===== src/rtl/serial_pattern_gen_pkg.sv =====
// Shared definitions for the serial pattern generator and the sequence
// detector bench: FSM state encoding and default pattern sizing.
package serial_pattern_gen_pkg;

    localparam int unsigned SPG_WIDTH = 8;  // default maximum pattern length
    localparam int unsigned SPG_LW    = 3;  // default len field width, clog2(SPG_WIDTH)
    localparam int unsigned SPG_CNT_W = 4;  // width of reps / gap fields

    typedef enum logic [1:0] {
        ST_IDLE = 2'd0,
        ST_SEND = 2'd1,
        ST_GAP  = 2'd2,
        ST_DONE = 2'd3
    } spg_state_e;

endpackage : serial_pattern_gen_pkg


===== src/rtl/spg_shift_reg.sv =====
// Load/shift-left pattern register with a count-down bit index.
// Ports:
//   clk, rst   - clock, synchronous active-high reset
//   i_load     - load i_data aligned so bit i_len lands in the MSB
//   i_shift    - shift left one place, decrement index (saturates at 0)
//   i_clear    - zero register and index (highest priority)
//   i_data     - pattern to load
//   i_len      - pattern length minus one
//   o_msb      - current serial bit (register MSB)
//   o_last     - index has reached bit 0
module spg_shift_reg
    import serial_pattern_gen_pkg::*;
#(
    parameter int unsigned WIDTH = SPG_WIDTH,
    parameter int unsigned LW    = SPG_LW
) (
    input  logic             clk,
    input  logic             rst,
    input  logic             i_load,
    input  logic             i_shift,
    input  logic             i_clear,
    input  logic [WIDTH-1:0] i_data,
    input  logic [LW-1:0]    i_len,
    output logic             o_msb,
    output logic             o_last
);

    logic [WIDTH-1:0] r_sh;
    logic [LW-1:0]    r_idx;
    logic [LW-1:0]    w_align;

    // Left-align so pattern[len] sits in the MSB; lower bits fill with zeros,
    // so shifting past bit 0 naturally presents 0.
    assign w_align = LW'(WIDTH - 1) - i_len;

    always_ff @(posedge clk) begin
        if (rst) begin
            r_sh  <= '0;
            r_idx <= '0;
        end else if (i_clear) begin
            r_sh  <= '0;
            r_idx <= '0;
        end else if (i_load) begin
            r_sh  <= i_data << w_align;
            r_idx <= i_len;
        end else if (i_shift) begin
            r_sh  <= r_sh << 1;
            if (r_idx != '0) begin
                r_idx <= r_idx - LW'(1);
            end
        end
    end

    assign o_msb  = r_sh[WIDTH-1];
    assign o_last = (r_idx == '0);

endmodule : spg_shift_reg


===== src/rtl/serial_pattern_gen.sv =====
// Serial pattern generator: sends pattern[len..0] MSB-first, repeated
// reps+1 times with gap idle cycles between repetitions, then pulses done.
// Ports:
//   clk, rst          - clock, synchronous active-high reset
//   start             - begin a transaction (honoured only in IDLE)
//   abort             - cancel an active transaction (SEND/GAP only)
//   pattern, len      - bits to send and length minus one
//   reps, gap         - extra repetitions and idle cycles between them
//   x, valid          - serial bit and its qualifier
//   busy, done        - not-idle flag and end-of-transaction pulse
module serial_pattern_gen
    import serial_pattern_gen_pkg::*;
#(
    parameter int unsigned WIDTH = SPG_WIDTH,
    parameter int unsigned LW    = SPG_LW
) (
    input  logic                 clk,
    input  logic                 rst,
    input  logic                 start,
    input  logic                 abort,
    input  logic [WIDTH-1:0]     pattern,
    input  logic [LW-1:0]        len,
    input  logic [SPG_CNT_W-1:0] reps,
    input  logic [SPG_CNT_W-1:0] gap,
    output logic                 x,
    output logic                 valid,
    output logic                 busy,
    output logic                 done
);

    spg_state_e           r_state;
    spg_state_e           w_next;
    logic [WIDTH-1:0]     r_pat;
    logic [LW-1:0]        r_len;
    logic [SPG_CNT_W-1:0] r_gap;
    logic [SPG_CNT_W-1:0] r_rep_cnt;
    logic [SPG_CNT_W-1:0] r_gap_cnt;
    logic                 r_valid;
    logic                 r_busy;
    logic                 r_done;

    logic                 w_latch;
    logic                 w_load;
    logic                 w_shift;
    logic                 w_clear;
    logic                 w_rep_dec;
    logic                 w_gap_load;
    logic                 w_gap_dec;
    logic                 w_last;
    logic                 w_msb;
    logic [WIDTH-1:0]     w_ld_data;
    logic [LW-1:0]        w_ld_len;

    // First repetition loads straight from the inputs; later ones from the latched copy.
    assign w_ld_data = w_latch ? pattern : r_pat;
    assign w_ld_len  = w_latch ? len     : r_len;

    spg_shift_reg #(
        .WIDTH (WIDTH),
        .LW    (LW)
    ) u_shift (
        .clk     (clk),
        .rst     (rst),
        .i_load  (w_load),
        .i_shift (w_shift),
        .i_clear (w_clear),
        .i_data  (w_ld_data),
        .i_len   (w_ld_len),
        .o_msb   (w_msb),
        .o_last  (w_last)
    );

    // Next-state and datapath control.
    always_comb begin
        w_next     = r_state;
        w_latch    = 1'b0;
        w_load     = 1'b0;
        w_shift    = 1'b0;
        w_clear    = 1'b0;
        w_rep_dec  = 1'b0;
        w_gap_load = 1'b0;
        w_gap_dec  = 1'b0;
        case (r_state)
            ST_IDLE: begin
                if (start) begin
                    w_next  = ST_SEND;
                    w_latch = 1'b1;
                    w_load  = 1'b1;
                end
            end
            ST_SEND: begin
                if (abort) begin
                    w_next  = ST_IDLE;
                    w_clear = 1'b1;
                end else if (!w_last) begin
                    w_shift = 1'b1;
                end else if (r_rep_cnt != '0) begin
                    w_rep_dec = 1'b1;
                    if (r_gap != '0) begin
                        w_next     = ST_GAP;
                        w_clear    = 1'b1;
                        w_gap_load = 1'b1;
                    end else begin
                        w_load = 1'b1;
                    end
                end else begin
                    w_next  = ST_DONE;
                    w_clear = 1'b1;
                end
            end
            ST_GAP: begin
                if (abort) begin
                    w_next  = ST_IDLE;
                    w_clear = 1'b1;
                end else if (r_gap_cnt == SPG_CNT_W'(1)) begin
                    w_next = ST_SEND;
                    w_load = 1'b1;
                end else begin
                    w_gap_dec = 1'b1;
                end
            end
            ST_DONE: begin
                w_next = ST_IDLE;
            end
            default: begin
                w_next  = ST_IDLE;
                w_clear = 1'b1;
            end
        endcase
    end

    // State, latched fields, counters and registered status outputs.
    always_ff @(posedge clk) begin
        if (rst) begin
            r_state   <= ST_IDLE;
            r_pat     <= '0;
            r_len     <= '0;
            r_gap     <= '0;
            r_rep_cnt <= '0;
            r_gap_cnt <= '0;
            r_valid   <= 1'b0;
            r_busy    <= 1'b0;
            r_done    <= 1'b0;
        end else begin
            r_state <= w_next;
            if (w_latch) begin
                r_pat     <= pattern;
                r_len     <= len;
                r_gap     <= gap;
                r_rep_cnt <= reps;
            end else if (w_rep_dec) begin
                r_rep_cnt <= r_rep_cnt - SPG_CNT_W'(1);
            end
            if (w_gap_load) begin
                r_gap_cnt <= r_gap;
            end else if (w_gap_dec) begin
                r_gap_cnt <= r_gap_cnt - SPG_CNT_W'(1);
            end
            r_valid <= (w_next == ST_SEND);
            r_busy  <= (w_next != ST_IDLE);
            r_done  <= (w_next == ST_DONE);
        end
    end

    assign x     = w_msb;
    assign valid = r_valid;
    assign busy  = r_busy;
    assign done  = r_done;

endmodule : serial_pattern_gen


===== config.mk =====
export PLATFORM = sky130hd
export DESIGN_NAME = serial_pattern_gen
export DESIGN_NICKNAME = d
export VERILOG_FILES = /design/src/rtl/serial_pattern_gen_pkg.sv /design/src/rtl/spg_shift_reg.sv /design/src/rtl/serial_pattern_gen.sv
export SDC_FILE = /design/constraint.sdc
export NUM_CORES = 1
export LEC_CHECK = 0
export ABC_AREA = 1
export CAP_MARGIN = 15
export CORE_UTILIZATION = 35
export DETAILED_ROUTE_END_ITERATION = 10
export GPL_TIMING_DRIVEN = 0
export PLACE_DENSITY = 0.61
export SETUP_SLACK_MARGIN = 0.5
export SLEW_MARGIN = 20
export SYNTH_ARGS = -nofsm -noshare
export SYNTH_HDL_FRONTEND = slang
export SYNTH_SLANG_ARGS = --single-unit

===== constraint.sdc =====
create_clock -name clk -period 1.7 [get_ports clk]
set_input_delay 0.425 -clock clk [delete_from_list [all_inputs] [get_ports clk]]
set_output_delay 0.425 -clock clk [all_outputs]
set_load 0.02 [all_outputs]

==> results.tsv, run 1 <==
metric	value	unit
GRT Residual Overflow	0	
Num CTS Buffers	5	
Core Region	6390	sq um
initial core utilization	36.5	%
Final Hold Slack	0.509	ns
failing checks	negative setup slack	
outcome	finished with violations	
DRC viols	0	
CTS tree	done	
DRT iter0 DRCs	138	
CP Cell Sequence	inv_6 -> ha_4 -> buf_12 -> nand2_8 -> inv_8 -> or2_4 -> o21ai_4 -> buf_12 -> nor2_4 -> nand2_1 -> nand2_1 -> inv_1 -> nor2_1	
Die Ht	83.6	microns
fmax	0.582	GHz
CP Launch Type	flop	
Yosys reg bits	39	
Die Area	6990	sq um
Slew Limit Headroom	57.4	%
post-synth top area cell	dfxtp_1	
maximum root-to-sink buffer count	2	
CP max stage cell	dfxtp_4	
HPWL Detailed	3.80	mm
Area contributors post-synth	dfxtp_1 (34%), nand2_1 (13%), nand3_1 (9.5%), nor2_1 (9.3%), inv_1 (8.1%)	
Top Ports	27	
EDFF count, synth	0	
Setup CP Type	flop to flop	
Total GRT Usage	18.4	%
routed vias	2465	
Max VDD drop	0.000464	V
PnR worst setup slack	-0.0176	ns
Hold Violations, Final	0	
Syn Inst Count	358	
worst-skew pair later-pin latency	0.30	ns
Initial DRT Pass Iterations	5	
RSZ-0062 raised after global routing	yes	
routability congestion estimate	0.809	
largest net degree at the start of global routing	13	
Final Cell Area	3680	sq um
Fill cells	570	
post-synth top area share	33.5	%
Die W	83.6	microns
number of cell rows	29	
Worst Skew	0.00683	ns
routed vias/inst	4.92	
CP arrival	1.91	ns
crit end category	flop	
minimum clock period	1.72	ns
Synth Flop Type	dfxtp_1	
Post-Syn Nets	391	
final setup vio count	3	
Final Max Slew Viols	0	
DRT antenna net count	0	
Synth cell types	28	
ant diodes	0	
count leader, synth	nand2_1	
CTS Sinks	39	
worst hold path type	flop to flop	
area grow syn2layout	57.8	%
Max-Cap Viols	0	
Leak	1.65	nW
Yosys Warn Count	0	
synth cell count leaders	nand2_1 (78), nor2_1 (58), inv_1 (50), nand3_1 (44), dfxtp_1 (39)	
initial antenna violation count	0	
Mean Syn Cell Area	6.51	sq um
first-pass GRT wire length	10.6	mm
Async S/R FF share, synth	0	%
P per Cell Area	926	nW/um^2
H-tree depth	2	
WL final	6.57	mm
crit path max fanout	6	
share of cells above drive strength 1	40.3	%
final-stage net count	456	
vias in the first global route	2387	
critical path required time	1.90	ns
sequential fraction of the synthesis area	33.5	%
Largest stage delay, worst path	0.38	ns
Placed Area	2740	sq um
PortBufs	25	
WL/cell	13.1	microns
ratio of final minimum period to clock period	101	%
worst-margin pin slew	0.638	ns
Root Buffer	clkbuf_8	
clock slew at reported path FFs	0.08	ns
post-synth design cell area	2330	sq um
## cell families after synthesis
family,after synthesis,synth area share (%)
and+or+nand+nor,203,38.6
buffers and inverters,62,11.0
AOI/OAI and AO/OA,39,9.61
DFF,39,33.5
adders and majority gates,10,5.37
xor gates and xnor gates,5,1.88
## metrics by stage
| step | worst slack [ns] | util (%) | TNS (ns) | instances | power, mW |
|---|---|---|---|---|---|
| 2_1_floorplan | 0.132 | - | 0 | 358 | 1.82 |
| 3_3_place_gp | -0.517 | 43.0 | -6.70 | 460 | 2.03 |
| 3_5_place_dp | -0.534 | 43.0 | -7.06 | 460 | 2.05 |
| 4_1_cts | 0.0224 | 52.9 | 0 | 494 | 3.17 |
| 5_1_grt | -0.119 | 57.6 | -0.895 | 501 | 3.60 |
| 6_report | -0.0176 | 57.6 | -0.0243 | 501 | 3.41 |
## per-layer routing
metal | global-route usage (%) | routed length (microns)
met1 | 22.6 | 2850
met2 | 31.3 | 3300
met3 | 3.86 | 254
met4 | 7.40 | 165
met5 | 0 | 0
## power breakdown
part           total [mW]  internal (mW)  leakage, nW  switching, mW
sequential           1.08           1.03        0.324         0.0586
combinational        1.51          0.669         1.27          0.836
clock               0.816          0.475       0.0612          0.341
## cell usage in the layout (no fill, tap or decap), drive strengths merged, types with 10 or more instances in the layout
master	n
clkbuf	10
nor2	59
buf	39
ha	10
clkdlybuf4s50	19
o21ai	25
nand3	46
nand2	91
dfxtp	39
a21oi	12
inv	53
## worst max-delay path: cells and delay by family (launching register included)
kind / cells / cell delay [ns]
buffers and inverters: 5 / 0.42
AO/OA/AOI/OAI: 1 / 0.12
AND/OR/NAND/NOR: 6 / 0.52
adder cells (fa/ha/maj): 1 / 0.15
flip-flops: 1 / 0.38
## area by class of cell
class | count | area (sq um) | share of cell area (%)
Buffer | 9 | 93.8 | 2.55
Clock buffer | 6 | 82.6 | 2.25
Clock inverter | 2 | 35.0 | 0.953
Inverter | 53 | 221 | 6.02
Multi-Input combinational cell | 260 | 1780 | 48.4
Sequential cell | 39 | 792 | 21.5
Tap cell | 77 | 96.3 | 2.62
Timing Repair Buffer | 55 | 576 | 15.7
## registers in the layout, summed over array words and instances, names as in the netlist
signal and count:
r_len 3, u_shift.r_sh 8, r_rep_cnt 4, r_state 2, r_gap_cnt 4, r_gap 4, valid 1, r_pat 8
busy 1, u_shift.r_idx 3, done 1
## repair_timing
item | in CTS | in global routing
gates resized for setup | 116 | 71
setup endpoints to repair | 43 | 43
pin swaps | 26 | 17
setup buffers | 20 | 7
hold buffers | 0 | 0
gates cloned | 6 | 0
## worst paths after layout
kind,slack [ns],end,depth (start not counted),from
max,-0.02,u_shift.r_sh[1]$_SDFFE_PP0P_,13,r_state[1]$_SDFF_PP0_
min,0.51,u_shift.r_sh[0]$_SDFFE_PP0P_,2,u_shift.r_sh[0]$_SDFFE_PP0P_
max reg2reg,-0.02,u_shift.r_sh[1]$_SDFFE_PP0P_,13,r_state[1]$_SDFF_PP0_
min reg2reg,0.51,u_shift.r_sh[0]$_SDFFE_PP0P_,2,u_shift.r_sh[0]$_SDFFE_PP0P_
(Power assumes the default switching activity.)
==> run 2: changes to the inputs <==
- CORE_MARGIN: unset -> 4
- DONT_BUFFER_PORTS: unset -> 1
- PLACE_DENSITY: 0.61 -> 0.56
==> results.tsv, run 2 (synthesis gave the netlist of run 1 again) <==
metric	value	unit	change
RSZ-0062 raised after global routing	yes		unchanged
critical path required time	1.90	ns	about the same
Die Ht	89.6	microns	was 83.6 microns
Total GRT Usage	15.7	%	was 18.4%
Die Area	8030	sq um	was 6990 sq um
crit end category	flop		unchanged
HPWL Detailed	3.82	mm	was 3.80 mm
Hold Crit Start	gap[2]		was u_shift.r_sh[0]$_SDFFE_PP0P_
total power	3.27	mW	was 3.41 mW
minimum clock period	1.71	ns	was 1.72 ns
clock slew at reported path FFs	0.08	ns	about the same
commonest non-fill, non-tap cell in the layout	nand2_1		unchanged
area grow syn2layout	43.2	%	was 57.8%
DRT iter0 DRCs	93		was 138
outcome	finished with violations		unchanged
vias in the first global route	2105		was 2387
Die W	89.6	microns	was 83.6 microns
H-tree depth	2		unchanged
CTS Sinks	39		unchanged
most frequent cells in the layout	nand2_1 (54), nor2_1 (46), inv_1 (42), dfxtp_1 (37), nand3_1 (30)		was nand2_1 (53), nor2_1 (42), inv_1 (39), dfxtp_1 (34), nand3_1 (28)
crit path max fanout	6		unchanged
Setup CP Type	flop to flop		unchanged
worst hold path type	primary input to flop		was flop to flop
Hold-fix buffers, CTS	0		unchanged
PnR worst setup slack	-0.00533	ns	was -0.0176 ns
GRT Residual Overflow	0		unchanged
Hold Violations, Final	0		unchanged
ant diodes	0		unchanged
total negative slack	-0.00556	ns	was -0.0243 ns
Slew Limit Headroom	66.7	%	was 57.4%
maximum root-to-sink buffer count	2		unchanged
initial antenna violation count	0		unchanged
failing checks	negative setup slack		unchanged
PortBufs	0		was 25
Num CTS Buffers	5		unchanged
DRT antenna net count	0		unchanged
number of cell rows	29		unchanged
Worst Skew	0.0104	ns	was 0.00683 ns
WL final	6.13	mm	was 6.57 mm
fmax	0.586	GHz	was 0.582 GHz
Fill cells	603		was 570
Top Ports	27		unchanged
Max-Cap Viols	0		unchanged
CP Launch Type	flop		unchanged
top flop regs	r_pat: 8 flops, u_shift.r_sh: 8 flops		unchanged
Initial DRT Pass Iterations	4		was 5
ratio of final minimum period to clock period	100	%	was 101%
Leak	1.52	nW	was 1.65 nW
routability congestion estimate	0.775		was 0.809
P per Cell Area	980	nW/um^2	was 926 nW/um^2
Finished Core Util	52.0	%	was 57.6%
placed cells	435		was 460
worst-margin pin slew	0.500	ns	was 0.638 ns
Root Buffer	clkbuf_8		unchanged
final setup vio count	2		was 3
DRC viols	0		unchanged
Core Region	6420	sq um	was 6390 sq um
WL/cell	13.0	microns	was 13.1 microns
first-pass GRT wire length	9.77	mm	was 10.6 mm
Final Max Slew Viols	0		unchanged
share of cells above drive strength 1	37.7	%	was 40.3%
final-stage net count	427		was 456
Final Hold Slack	0.252	ns	was 0.509 ns
CTS tree	done		unchanged
worst-skew pair later-pin latency	0.30	ns	about the same
Worst Setup SP	r_state[1]$_SDFF_PP0_		unchanged
reg2reg start	r_state[1]$_SDFF_PP0_		unchanged
final non-filler cell total	472		was 501
routed vias/inst	4.90		was 4.92
initial core utilization	36.3	%	was 36.5%
routed vias	2314		was 2465
CP arrival	1.91	ns	about the same
largest net degree at the start of global routing	13		unchanged
Max VDD drop	0.000362	V	was 0.000464 V
flop-to-flop setup slack	-0.005	ns	was -0.02 ns
[run 2: routing by layer]
layer	GRT usage (%)	wire [microns]	vias up
li1	-	-	1195
met1	20.5	2890	1052
met2	24.9	2830	54
met3	3.65	268	13
met4	6.50	143	0
met5	0	0	-
[run 2: per-stage QoR]
| stage | area, sq um | worst slack, ns |
|---|---|---|
| after detailed placement | 2490 | -0.105 |
| final | 3340 | -0.00533 |
| after global routing | 3340 | -0.103 |
| after floorplan | 2400 | 0.132 |
| after global placement | 2490 | -0.0956 |
| after CTS | 3080 | 0.00603 |
[run 2: repair_timing]
item / CTS / global route
cloned: 6 / 0
resized for setup: 82 / 63
pin swaps: 35 / 31
setup endpoints to repair: 39 / 39
buffers inserted: 16 / 7
[run 2: where the power goes]
part	switching, mW	internal (mW)	leakage (nW)
clock network	0.340	0.475	0.0612
registers	0.0724	1.02	0.323
logic	0.778	0.582	1.13
total	1.19	2.08	1.52
[run 2: worst paths after layout]
| check | to | cells after the start |
|---|---|---|
| min reg2reg | r_gap_cnt[2]$_SDFFE_PP0P_ | 2 |
| max reg2reg | u_shift.r_idx[2]$_SDFFE_PP0P_ | 12 |
| min | r_gap[2]$_SDFFE_PP0N_ | 2 |
| max | u_shift.r_idx[2]$_SDFFE_PP0P_ | 12 |
[run 2: final cells by class]
class                   instances  area (sq um)  area share, %
repair buffers                 26           273           8.17
clock buffers                   6          82.6           2.47
clock inverters                 2          35.0           1.05
well taps                      77          96.3           2.89
plain buffers                   9          93.8           2.81
multi-input cells             260          1750           52.4
flip-flops and latches         39           788           23.6
inverters                      53           219           6.56
[run 2: worst max-delay path, cell delays in order (launching register included)]
cell     delay, ns
dfxtp_4       0.38
inv_6         0.04
ha_4          0.15
buf_8         0.14
nand2_8       0.09
inv_8         0.04
or2_4         0.24
o21ai_4       0.11
inv_2         0.10
nand3_4       0.10
nand2_1       0.07
nor2_1        0.09
nor2_1        0.04
